**src/rtl/main_counter_pkg.sv**
```systemverilog
// Shared definitions for the multi-channel main counter: mode encodings and
// default sizing constants.
package main_counter_pkg;

  localparam int WIDTH_DEF  = 16;
  localparam int NUM_CH_DEF = 4;

  typedef enum logic [1:0] {
    MODE_ONESHOT = 2'b00,
    MODE_CONT    = 2'b01,
    MODE_EDGE    = 2'b10,
    MODE_CENTER  = 2'b11
  } mode_e;

endpackage

```
**src/rtl/main_counter_mc_counter_channel.sv**
```systemverilog
// One independent counter channel: counter, direction, sticky done and wrap pulse.
// Optional SHADOW_PERIOD_EN: period is sampled into a shadow register at cycle boundaries.
module counter_channel
  import main_counter_pkg::*;
#(
  parameter int WIDTH = WIDTH_DEF
) (
  input  logic             slow_clk,
  input  logic             rst,
  input  logic             sw_rst,
  input  logic             counter_en,
  input  logic [1:0]       mode,
  input  logic [WIDTH-1:0] period_reg,
  output logic [WIDTH-1:0] counter,
  output logic             dir,
  output logic             wrap_evt,
  output logic             done
);

  localparam logic [WIDTH-1:0] ONE = WIDTH'(1);

  logic [WIDTH-1:0] per;
  logic [WIDTH-1:0] per_m1;
  logic [WIDTH-1:0] nxt_cnt;
  logic             nxt_dir;
  logic             nxt_done;
  logic             nxt_wrap;

`ifdef SHADOW_PERIOD_EN
  logic [WIDTH-1:0] shadow_q;
  assign per = shadow_q;
`else
  assign per = period_reg;
`endif

  assign per_m1 = per - ONE;

  // Comparisons use >= so a period shrunk below the current count wraps at once.
  always_comb begin
    nxt_cnt  = counter;
    nxt_dir  = dir;
    nxt_done = done;
    nxt_wrap = 1'b0;
    if (!counter_en) begin
      nxt_cnt = counter;
    end else if (done) begin
      nxt_cnt = '0;
      nxt_dir = 1'b0;
    end else begin
      case (mode_e'(mode))
        MODE_EDGE: begin
          nxt_dir = 1'b0;
          if (per == '0) begin
            nxt_cnt = '0;
          end else if (counter >= per_m1) begin
            nxt_cnt  = '0;
            nxt_wrap = 1'b1;
          end else begin
            nxt_cnt = counter + ONE;
          end
        end
        MODE_CONT: begin
          nxt_dir = 1'b0;
          if (counter >= per) begin
            nxt_cnt  = '0;
            nxt_wrap = 1'b1;
          end else begin
            nxt_cnt = counter + ONE;
          end
        end
        MODE_ONESHOT: begin
          nxt_dir = 1'b0;
          if (counter >= per) begin
            nxt_cnt  = '0;
            nxt_done = 1'b1;
            nxt_wrap = 1'b1;
          end else begin
            nxt_cnt = counter + ONE;
          end
        end
        MODE_CENTER: begin
          if (per == '0) begin
            nxt_cnt = '0;
            nxt_dir = 1'b0;
          end else if (!dir) begin
            if (counter >= per) begin
              nxt_cnt = per_m1;
              nxt_dir = 1'b1;
            end else begin
              nxt_cnt = counter + ONE;
            end
          end else if (counter == '0) begin
            nxt_cnt  = ONE;
            nxt_dir  = 1'b0;
            nxt_wrap = 1'b1;
          end else begin
            nxt_cnt = counter - ONE;
          end
        end
        default: nxt_cnt = counter;
      endcase
    end
  end

  always_ff @(posedge slow_clk) begin
    if (rst || sw_rst) begin
      counter  <= '0;
      dir      <= 1'b0;
      wrap_evt <= 1'b0;
      done     <= 1'b0;
`ifdef SHADOW_PERIOD_EN
      shadow_q <= period_reg;
`endif
    end else begin
      counter  <= nxt_cnt;
      dir      <= nxt_dir;
      wrap_evt <= nxt_wrap;
      done     <= nxt_done;
`ifdef SHADOW_PERIOD_EN
      if (nxt_wrap) shadow_q <= period_reg;
`endif
    end
  end

endmodule

```
**src/rtl/main_counter_mc.sv**
```systemverilog
// Multi-channel main counter: NUM_CH independent counter_channel instances on packed buses.
// Build option SHADOW_PERIOD_EN selects boundary-synchronous period updates in each channel.
module main_counter_mc
  import main_counter_pkg::*;
#(
  parameter int WIDTH  = WIDTH_DEF,
  parameter int NUM_CH = NUM_CH_DEF
) (
  input  logic                    slow_clk,
  input  logic                    rst,
  input  logic [NUM_CH-1:0]       sw_rst,
  input  logic [NUM_CH-1:0]       counter_en,
  input  logic [2*NUM_CH-1:0]     mode,
  input  logic [WIDTH*NUM_CH-1:0] period_reg,
  output logic [WIDTH*NUM_CH-1:0] counter,
  output logic [NUM_CH-1:0]       dir,
  output logic [NUM_CH-1:0]       wrap_evt,
  output logic [NUM_CH-1:0]       done
);

  for (genvar i = 0; i < NUM_CH; i++) begin : g_ch
    counter_channel #(
      .WIDTH(WIDTH)
    ) u_ch (
      .slow_clk  (slow_clk),
      .rst       (rst),
      .sw_rst    (sw_rst[i]),
      .counter_en(counter_en[i]),
      .mode      (mode[2*i +: 2]),
      .period_reg(period_reg[WIDTH*i +: WIDTH]),
      .counter   (counter[WIDTH*i +: WIDTH]),
      .dir       (dir[i]),
      .wrap_evt  (wrap_evt[i]),
      .done      (done[i])
    );
  end

endmodule

```
**config.mk**
```make
export PLATFORM = sky130hd
export DESIGN_NAME = main_counter_mc
export DESIGN_NICKNAME = d
export VERILOG_FILES = /design/src/rtl/main_counter_pkg.sv /design/src/rtl/main_counter_mc_counter_channel.sv /design/src/rtl/main_counter_mc.sv
export SDC_FILE = /design/constraint.sdc
export NUM_CORES = 1
export LEC_CHECK = 0
export CORE_MARGIN = 1
export CORE_UTILIZATION = 50
export DETAILED_ROUTE_END_ITERATION = 6
export GPL_ROUTABILITY_DRIVEN = 0
export GPL_TIMING_DRIVEN = 0
export PLACE_DENSITY = 0.77
export REMOVE_ABC_BUFFERS = 1
export SYNTH_ARGS = -nofsm -noshare
export SYNTH_HDL_FRONTEND = slang
export SYNTH_HIERARCHICAL = 1
export SYNTH_SLANG_ARGS = --single-unit
export TNS_END_PERCENT = 10
```
**constraint.sdc**
```tcl
create_clock -name slow_clk -period 6.1 [get_ports slow_clk]
set_input_delay 1.22 -clock slow_clk [delete_from_list [all_inputs] [get_ports slow_clk]]
set_output_delay 1.22 -clock slow_clk [all_outputs]
set_load 0.01 [all_outputs]
```
Word level (Yosys, flattened, before mapping) --
Cells that the tools add are included.
Storage, ports and cells: output and inout bits 76, bits of input ports 82, flip-flop bits (word level) 76, logic and storage cells 172
Cells by class: multiplexer cells 92, reductions and logical operators 28, add/sub/neg operators 12, equal/unequal tests 12, magnitude comparators 8, bitwise gates (word level) 4
Operators with widths (number):
- $mux W16 | 32
- $pmux W16 S3 | 4
- $ge A16 B16 Y1 | 8
- $logic_not A16 Y1 | 8
- $sub A16 B1 Y16 const B | 8
- $add A16 B1 Y16 const B | 4
- $mux W1 | 48
- $reduce_or A3 Y1 | 8
- $eq A2 B2 Y1 const B | 8
- $pmux W1 S3 | 4
- $eq A2 B1 Y1 const B | 4
- $logic_not A2 Y1 | 4
- $pmux W1 S2 | 4
- $reduce_or A2 Y1 | 4
- $logic_or A1 B1 Y1 | 4
- $not A1 Y1 | 4

Longest topological paths before layout --
Gate-level depths: netlist (run 1).
depth after elaboration 6, depth in mapped cells 16, depth with buffers taken out 14

Hierarchy --
The synthesis (run 1) kept the hierarchy.
Modules (own cells, without submodules):
- counter_channel (g_ch[1].u_ch ...) | sequential area each 380.4 sq um, area each 3000.4 sq um, times used 2, cells an instance 409
- counter_channel (g_ch[3].u_ch) | sequential area each 380.4 sq um, area each 3144.3 sq um, times used 1, cells an instance 422
- counter_channel (g_ch[0].u_ch) | sequential area each 380.4 sq um, area each 3021.6 sq um, times used 1, cells an instance 415

Worst setup path before layout (run 1) --
Ideal clock, no wire load.
path type input to register, start in period_reg[3], end reg g_ch[0].u_ch.counter[10], buffers on the path 1, setup slack 1.802 ns, data required time 6.013 ns, cell stages on the path 13, arrival 4.211 ns, setup time 0.087 ns, path through or4_1 -> or3_1 -> clkbuf_1 -> nor4_1 -> xnor2_1 -> ha_1 -> a21oi_1 -> o21a_1 -> nand2_1 -> o21ai_1 -> nand2_1 -> o311a_1 -> o31ai_1
Between the ends: word-level cells in the longest chain between the ends 6, elaborated cells between the ends (all ways) 12, those cells by class 1 x add/sub; 2 x order compare; 8 x mux; 1 x reduce/logical
RTL lines:
- start: declaration | line main_counter_mc.sv:14 | input logic [WIDTH*NUM_CH-1:0] period_reg,
- $sub A16 B1 Y16 / $ge A16 B16 Y1 (equally long branches)
- $ge A16 B16 Y1 / $mux W16 (equally long branches) | line main_counter_mc_counter_channel.sv:55, main_counter_mc_counter_channel.sv:86
- $mux W16, on equally long branches | line main_counter_mc_counter_channel.sv:55, main_counter_mc_counter_channel.sv:85
- $mux W16, on equally long branches | line main_counter_mc_counter_channel.sv:53, main_counter_mc_counter_channel.sv:82
- $pmux W16 S3 * | line main_counter_mc_counter_channel.sv:50 | case (mode_e'(mode))
- $mux W16 * | line main_counter_mc_counter_channel.sv:46 | end else if (done) begin
- end signal: assignment | line main_counter_mc_counter_channel.sv:115 | counter <= nxt_cnt;
- end: declaration | line main_counter_mc_counter_channel.sv:14 | output logic [WIDTH-1:0] counter,
Every way passes the cells marked *; elsewhere a longest branch is shown, timed or not. A chain may end at the register's enable or synchronous reset.

Worst setup path after layout (run 1) --
start in period_reg[16], end reg g_ch[1].u_ch.counter[10]
Between the ends: word-level cells in the longest chain between the ends 6, elaborated cells between the ends (all ways) 12, those cells by class 1 x add/sub; 2 x order compare; 8 x mux; 1 x reduce/logical
RTL lines (line):
- $sub A16 B1 Y16 / $ge A16 B16 Y1 (equally long branches)
- $ge A16 B16 Y1 / $mux W16 (equally long branches) | main_counter_mc_counter_channel.sv:55, main_counter_mc_counter_channel.sv:86
- $mux W16, on equally long branches | main_counter_mc_counter_channel.sv:55, main_counter_mc_counter_channel.sv:85
- $mux W16, on equally long branches | main_counter_mc_counter_channel.sv:53, main_counter_mc_counter_channel.sv:82
- $pmux W16 S3 * | main_counter_mc_counter_channel.sv:50
- $mux W16 * | main_counter_mc_counter_channel.sv:46
- end signal: assignment | main_counter_mc_counter_channel.sv:115
- end: declaration | main_counter_mc_counter_channel.sv:14
Marked as above.

==> summary.txt, run 1 <==
==========================================================================================
Number of global-route vias before repair ...................................        12340
Share of the yosys chip area belonging to registers .........................       0.1251
First-iteration detailed-routing DRC count ..................................         1585
Routed wire length on met2 ..................................................     18250 µm
Cell internal power dissipation .............................................   0.001019 W
Total count of hold-check failures in the final report ......................            0
Count of placed standard cells including taps ...............................         2025
Clock edge transition at the registers on the reported setup and hold paths .      0.07 ns
Dominant cell type by area after synthesis ..................................         ha_1
Max Slew Vio Count ..........................................................            0
Setup Crit Path Kind ........................................................ input pin to register
I/O pin total ...............................................................          158
Final wirelength ............................................................     38970 µm
Number of buffers created by CTS ............................................            9
Total of warnings raised by yosys ...........................................            6
Post-synth EDFFs ............................................................            0
Clock tree from TritonCTS ...................................................          yes
Flip-flop cell with the highest count after synthesis .......................      dfxtp_1
Routed vias .................................................................        13370
Cell types occupying the most area after synthesis .......................... ha_1 15%, dfxtp_1 13%, xnor2_1 7.1%
Die boundary height .........................................................     158.0 µm
DIE AREA ....................................................................    24960 µm²
Post-CTS Setup Inserts ......................................................            0
Final-layout setup total negative slack .....................................         0 ns
Place WS ....................................................................  0.005551 ns
Peak VDD IR .................................................................  0.0001046 V
Tightest hold margin ........................................................    0.5436 ns
Total core area .............................................................    23680 µm²
Async set or reset register ratio after synthesis ...........................            0
Overall overflow remaining after global route ...............................            0
Largest buffer count on any clock path ......................................            2
Number of clock sinks .......................................................           76
Met3 routed WL ..............................................................      3306 µm
Maximum net fanout on the critical path .....................................           11
ANT cells ...................................................................            0
DRC violations left .........................................................            0
Period minus WS final .......................................................     5.403 ns
Number of storage elements in the synthesis netlist .........................           76
Share of power burned in combinational logic ................................        0.328
Metal1 wirelength ...........................................................     16210 µm
Max layer used ..............................................................         met5
Estimated wirelength of the detail-placed design ............................     28870 µm
Final setup margin ..........................................................    0.6966 ns
First-pass iteration count of the detailed router ...........................            7
Maximum operating frequency .................................................    185.1 MHz
Residual antenna-violating net count after detailed routing .................            0
Root Driver .................................................................    clkbuf_16
Number of violations of the max-capacitance limit ...........................            0
Worst relative slew slack ...................................................       0.1791
Worst-margin pin slew .......................................................     1.227 ns
Maximum number of pins on one net before global-route repair ................           31
Endpoints failing setup .....................................................            0
Count of different cell masters after synthesis .............................           89
Result of the run ........................................................... finished clean
Total net switching power ...................................................  0.0005850 W
Drt wl/cell .................................................................     19.10 µm
Setup repair after global routing missed its margin .........................        false
Port bufs ...................................................................          157
Row Count ...................................................................           56
Final period utilization ....................................................       0.8858
Synthesis-to-finish area growth .............................................       14.31%
Clk_lat worst skew ..........................................................      0.35 ns
Required time of the critical path ..........................................      6.36 ns
PD cells .................................................................... 115.4 nW/µm²
Average cell area after synthesis ...........................................    7.351 µm²
Leakage .....................................................................     5.680 nW
Part of the power in registers ..............................................        0.337
GRT Resource Usage Total ....................................................       0.3051
Cells after Synth ...........................................................         1655
Critical path arrival .......................................................      5.67 ns
Layout cells sized above 1 ..................................................      0.03484
Horizontal extent of the die ................................................     158.0 µm
# nets final ................................................................         1943
Number of buffers inserted for hold repair after clock tree synthesis .......            0
Proportion of power drawn by the clock network ..............................        0.335
Fraction of power spent switching nets ......................................       0.3646
Per-cell via count in the routed design .....................................        6.552
Worst hold path type ........................................................ register to register
Global-route wire length before repair ......................................     61600 µm
Post-cts repair resize count ................................................            0
Maximum clock skew at final layout ..........................................  0.007226 ns
Type of origin of the critical path .........................................    input pin
Endpoint class of the critical path .........................................     register
Number of antenna violations at the first check in global routing ...........            1
Cell area after technology mapping ..........................................    12170 µm²
Area fraction of the dominant cell type after synthesis .....................       0.1481
Number of levels in the clock H-tree ........................................            3
Starting Density ............................................................       0.5137
Final Instance Count excl. Fillers ..........................................         2041
==========================================================================================
-- flip-flops by register name, summed over array words and instances, names as in the netlist --
signal              count
g_ch.u_ch/counter      64
g_ch.u_ch/wrap_evt      4
g_ch.u_ch/done          4
g_ch.u_ch/dir           4
-- area by class of cell --
cell class | instances | area (µm²)
clock buffers | 9 | 225.2
multi-input cells | 1372 | 9744
flip-flops and latches | 76 | 1521
inverters | 99 | 371.6
fillers | 2255 | 9774
repair buffers | 159 | 1590
clock inverters | 7 | 56.30
well taps | 319 | 399.1
-- worst max-delay path: stages --
cell and delay, ns:
clkdlybuf4s50_1 0.49, inv_1 0.13, ha_1 0.18, or3b_1 0.40
or3_1 0.47, nor3_1 0.22, xnor2_1 0.20, ha_1 0.23
a21oi_1 0.12, o21a_1 0.16, nand2_1 0.05, o21ai_1 0.67
nand2_1 0.44, o311a_1 0.45, o31ai_1 0.25
-- power by group through the flow --
stage | Clock (W) | Combinational, W | Sequential, W
after CTS | 0.000548 | 0.000517 | 0.000539
after global routing | 0.000566 | 0.000579 | 0.000542
after detailed placement | 0 | 0.000513 | 0.000551
final | 0.000537 | 0.000527 | 0.000540
after floorplan | 0 | 0.000325 | 0.000544
after global placement | 0 | 0.000499 | 0.000550
-- worst paths after layout --
kind                                        startpoint                                    end  slack (ns)  depth (start not counted)
setup / recovery                        period_reg[16]  g_ch[1].u_ch/counter[10]$_SDFFE_PP0P_        0.70                         15
hold / removal          g_ch[2].u_ch/done$_SDFFE_PP0P_         g_ch[2].u_ch/done$_SDFFE_PP0P_        0.54                          2
setup reg to reg  g_ch[1].u_ch/counter[0]$_SDFFE_PP0P_  g_ch[1].u_ch/counter[10]$_SDFFE_PP0P_        2.43                          9
hold reg to reg         g_ch[2].u_ch/done$_SDFFE_PP0P_         g_ch[2].u_ch/done$_SDFFE_PP0P_        0.54                          2
-- stage by stage --
step	cell area [µm²]	total power (W)	utilization
after floorplan	11630	0.0008692	-
after global placement	13600	0.001049	0.5744
after detailed placement	13630	0.001064	0.5754
after CTS	13910	0.001605	0.5873
after global routing	13910	0.001687	0.5873
final	13910	0.001604	0.5873
-- synth_stat cells (11+ instances only) --
cell type  count
nor4_1        26
nand2b_1      11
or3_1         36
a31oi_1       20
o311a_1       11
a32o_1        20
mux2i_1       25
nor3_1        54
a211oi_1      22
o21ai_0       95
ha_1         144
inv_1         96
xor2_1        49
dfxtp_1       76
or4_1         16
o31ai_1       18
xnor2_1       98
clkbuf_1      72
nand2_1      130
o211ai_1      32
nand3_1       39
nor2_1       137
o311ai_0      12
a21oi_1       90
and3_1        27
a21o_1        13
nand4_1       41
o21ai_1       16
o21a_1        11
buf_2         13
-- logic make-up (layout without fill, tap and decap cells) --
logic type,count (synthesis),in the layout,synth area share
XOR/XNOR,147,147,0.1058
buffers and inverters,207,274,0.07446
AO/OA/AOI/OAI,454,454,0.2586
adder cells (fa/ha/maj),144,144,0.1481
flip-flops,76,76,0.1251
multiplexers,27,27,0.02242
AND/OR/NAND/NOR,600,600,0.2655
-- placed cells by master, fill, tap and decap left out, types with 39 or more instances in the layout --
cell type and instances:
a21oi_1 90, clkdlybuf4s50_1 157, dfxtp_1 76, ha_1 144, inv_1 96, nand2_1 130, nand3_1 39, nand4_1 41
nor2_1 137, nor3_1 53, o21ai_0 92, xnor2_1 98, xor2_1 49
-- per-layer routing --
| metal | up-vias | GRT usage |
|---|---|---|
| met5 | - | 0 |
| met4 | 2 | 0.1291 |
| met3 | 109 | 0.04791 |
| met2 | 744 | 0.5150 |
| met1 | 6206 | 0.3834 |
| li1 | 6312 | - |
Power figures use the tool's default switching activity.
==> run 2: changes to the inputs <==
- CORE_MARGIN: 1 -> 2
==> summary.txt, run 2 (same netlist as run 1, synthesis figures left out) <==
==========================================================================================
Result of the run ........................................................... finished clean   unchanged
Clock tree from TritonCTS ...................................................          yes   unchanged
Number of antenna violations at the first check in global routing ...........            0   was 1
Number of cells on the worst reg-to-reg path ................................            9   unchanged
Maximum clock skew at final layout ..........................................  0.009996 ns   was 0.007226 ns
Largest register by flop count .............................................. g_ch.u_ch/counter   unchanged
Worst hold path type ........................................................ register to register   unchanged
First-pass iteration count of the detailed router ...........................            6   was 7
Residual antenna-violating net count after detailed routing .................            0   unchanged
Fraction of power spent switching nets ......................................       0.3376   was 0.3646
Number of buffers inserted for hold repair after clock tree synthesis .......            0   unchanged
Clk_lat worst skew ..........................................................      0.35 ns   about the same
Global-route met1 utilization ...............................................       0.3772   was 0.3834
Endpoints failing setup .....................................................            0   unchanged
Number of violations of the max-capacitance limit ...........................            0   unchanged
Total core area .............................................................    24110 µm²   was 23680 µm²
Period minus WS final .......................................................     5.377 ns   was 5.403 ns
Startpoint of the worst register-to-register path ........................... g_ch[1].u_ch/counter[0]$_SDFFE_PP0P_   unchanged
Horizontal extent of the die ................................................     160.0 µm   was 158.0 µm
Total net switching power ...................................................  0.0005664 W   was 0.0005850 W
DRC violations left .........................................................            0   unchanged
Number of buffers created by CTS ............................................            9   unchanged
Setup Crit Path Kind ........................................................ input pin to register   unchanged
GRT Resource Usage Total ....................................................       0.2903   was 0.3051
Final period utilization ....................................................       0.8815   was 0.8858
Required time of the critical path ..........................................      6.37 ns   was 6.36 ns
Final wirelength ............................................................     38610 µm   was 38970 µm
Share of power burned in combinational logic ................................        0.315   was 0.328
Number of global-route vias before repair ...................................        12600   was 12340
Cell class contributing the biggest share of worst-path delay ............... simple AND/OR/NAND/NOR gates   was compound AO/OA/AOI/OAI gates
Estimated wirelength of the detail-placed design ............................     29030 µm   was 28870 µm
Die boundary height .........................................................     160.0 µm   was 158.0 µm
First-iteration detailed-routing DRC count ..................................         1520   was 1585
Proportion of power drawn by the clock network ..............................        0.363   was 0.335
Final-layout setup total negative slack .....................................         0 ns   unchanged
Most frequent standard cell in the layout excluding fill and tap cells ...... clkdlybuf4s50_1   unchanged
Worst hold path depth .......................................................            2   unchanged
Leakage .....................................................................     5.703 nW   was 5.680 nW
Fill cell count .............................................................         2293   was 2255
DIE AREA ....................................................................    25600 µm²   was 24960 µm²
Per-cell via count in the routed design .....................................        6.558   was 6.552
Met2 track demand over resource .............................................       0.4841   was 0.5150
Worst relative slew slack ...................................................       0.1789   was 0.1791
Maximum number of pins on one net before global-route repair ................           31   unchanged
PD cells .................................................................... 120.1 nW/µm²   was 115.4 nW/µm²
Peak VDD IR .................................................................  0.0001108 V   was 0.0001046 V
Largest buffer count on any clock path ......................................            2   unchanged
Part of the power in registers ..............................................        0.322   was 0.337
Overall overflow remaining after global route ...............................            0   unchanged
# nets final ................................................................         1943   unchanged
Endpoint of the worst hold-timing path ...................................... g_ch[2].u_ch/done$_SDFFE_PP0P_   unchanged
Setup slack on the worst flop-to-flop path ..................................      2.48 ns   was 2.43 ns
Most used routing layer .....................................................         met2   unchanged
Critical path arrival .......................................................      5.64 ns   was 5.67 ns
Maximum operating frequency .................................................    186.0 MHz   was 185.1 MHz
Synthesis-to-finish area growth .............................................       14.79%   was 14.31%
Final Instance Count excl. Fillers ..........................................         2046   was 2041
Min-delay src ............................................................... g_ch[2].u_ch/done$_SDFFE_PP0P_   unchanged
Drt wl/cell .................................................................     18.87 µm   was 19.10 µm
Endpoint class of the critical path .........................................     register   unchanged
ANT cells ...................................................................            0   unchanged
Maximum net fanout on the critical path .....................................           11   unchanged
Setup repair after global routing missed its margin .........................        false   unchanged
Bufs and invs on worst path .................................................            2   unchanged
Max Slew Vio Count ..........................................................            0   unchanged
Critical register-to-register path endpoint ................................. g_ch[1].u_ch/counter[10]$_SDFFE_PP0P_   unchanged
Number of clock sinks .......................................................           76   unchanged
Global-route wire length before repair ......................................     62770 µm   was 61600 µm
Row Count ...................................................................           57   was 56
Root Driver .................................................................    clkbuf_16   unchanged
Starting Density ............................................................       0.5047   was 0.5137
Total count of hold-check failures in the final report ......................            0   unchanged
Cell with the largest stage delay on the worst path .........................      o21ai_1   unchanged
Max reg flops ...............................................................           64   unchanged
Util after Layout ...........................................................       0.5794   was 0.5873
Clock edge transition at the registers on the reported setup and hold paths .      0.07 ns   about the same
Type of origin of the critical path .........................................    input pin   unchanged
Delay of the slowest critical-path stage ....................................      0.62 ns   was 0.67 ns
Number of levels in the clock H-tree ........................................            3   unchanged
CP cell instances ........................................................... clkdlybuf4s50_1, inv_1, ha_1, or3b_1, or3_1, nor3_1, xnor2_1, ha_1, a21oi_1, o21a_1, nand2_1, o21ai_1, nand2_1, o311a_1, o31ai_1   unchanged
GRT met3 Usage ..............................................................      0.04468   was 0.04791
Cell internal power dissipation .............................................   0.001111 W   was 0.001019 W
Routed vias .................................................................        13420   was 13370
I/O pin total ...............................................................          158   unchanged
Layout cells sized above 1 ..................................................      0.03484   unchanged
Port bufs ...................................................................          157   unchanged
Highest-count cells in the layout ignoring fill and taps .................... 157 x clkdlybuf4s50_1, 144 x ha_1, 137 x nor2_1   unchanged
Worst-margin pin slew .......................................................     1.227 ns   about the same
Count of placed standard cells including taps ...............................         2030   was 2025
==========================================================================================
==> run 2: worst register-to-register path: stages, from the launching register on <==
cell       delay, ns
dfxtp_1         0.49
inv_1           0.21
ha_1            0.32
or3b_2          0.47
o2111ai_1       0.13
a31oi_1         0.14
o21ai_1         0.67
nand2_1         0.44
o311a_1         0.45
o31ai_1         0.23
==> run 2: routing by layer <==
metal | wire (µm) | vias to the layer above
met1 | 16040 | 6229
li1 | - | 6319
met4 | 1262 | 0
met3 | 3528 | 121
met2 | 17770 | 749
met5 | 0 | -
==> run 2: what timing repair did <==
action / 4_1_cts / 5_1_grt
setup endpoints to repair: 0 / 3
buffers inserted: 0 / 0
resized for setup: 0 / 2
==> run 2: layout make-up <==
class	count	area, µm²	area share
clock inverter	6	93.84	0.006719
inverter	99	371.6	0.02661
timing repair buffer	159	1590	0.1139
multi-input combinational	1372	9744	0.6977
tap	324	405.4	0.02903
sequential	76	1521	0.1089
clock buffer	10	239.0	0.01711
==> run 2: worst max path at each step <==
| stage | end | slack [ns] | startpoint | depth (start not counted) |
|---|---|---|---|---|
| 2_1_floorplan | g_ch[1].u_ch/counter[10]$_SDFFE_PP0P_ | 1.48 | period_reg[19] | 12 |
| 3_3_place_gp | g_ch[2].u_ch/counter[10]$_SDFFE_PP0P_ | 0.17 | period_reg[32] | 15 |
| 6_report | g_ch[2].u_ch/counter[10]$_SDFFE_PP0P_ | 0.72 | period_reg[32] | 15 |
| 5_1_grt | g_ch[2].u_ch/counter[10]$_SDFFE_PP0P_ | 0.42 | period_reg[32] | 15 |
| 3_5_place_dp | g_ch[1].u_ch/counter[10]$_SDFFE_PP0P_ | 0.07 | period_reg[16] | 15 |
| 4_1_cts | g_ch[1].u_ch/counter[10]$_SDFFE_PP0P_ | 0.43 | period_reg[16] | 15 |
==> run 2: power by group through the flow <==
stage / clock network [W] / registers [W] / logic, W
5_1_grt: 0.000643 / 0.000542 / 0.000581
6_report: 0.000609 / 0.000540 / 0.000528
3_3_place_gp: 0 / 0.000550 / 0.000499
3_5_place_dp: 0 / 0.000550 / 0.000515
4_1_cts: 0.000630 / 0.000539 / 0.000519
2_1_floorplan: 0 / 0.000544 / 0.000325
==> run 2: per-stage QoR <==
step,instance area (µm²),hold WS (ns),setup WS (ns),total power [W]
after global placement,13610,0.5191,0.1691,0.001049
after global routing,13970,0.5756,0.4168,0.001767
final,13970,0.5561,0.7231,0.001678
after CTS,13970,0.5545,0.4308,0.001689
after detailed placement,13630,0.5376,0.07259,0.001065
after floorplan,11630,0.5433,1.477,0.0008692
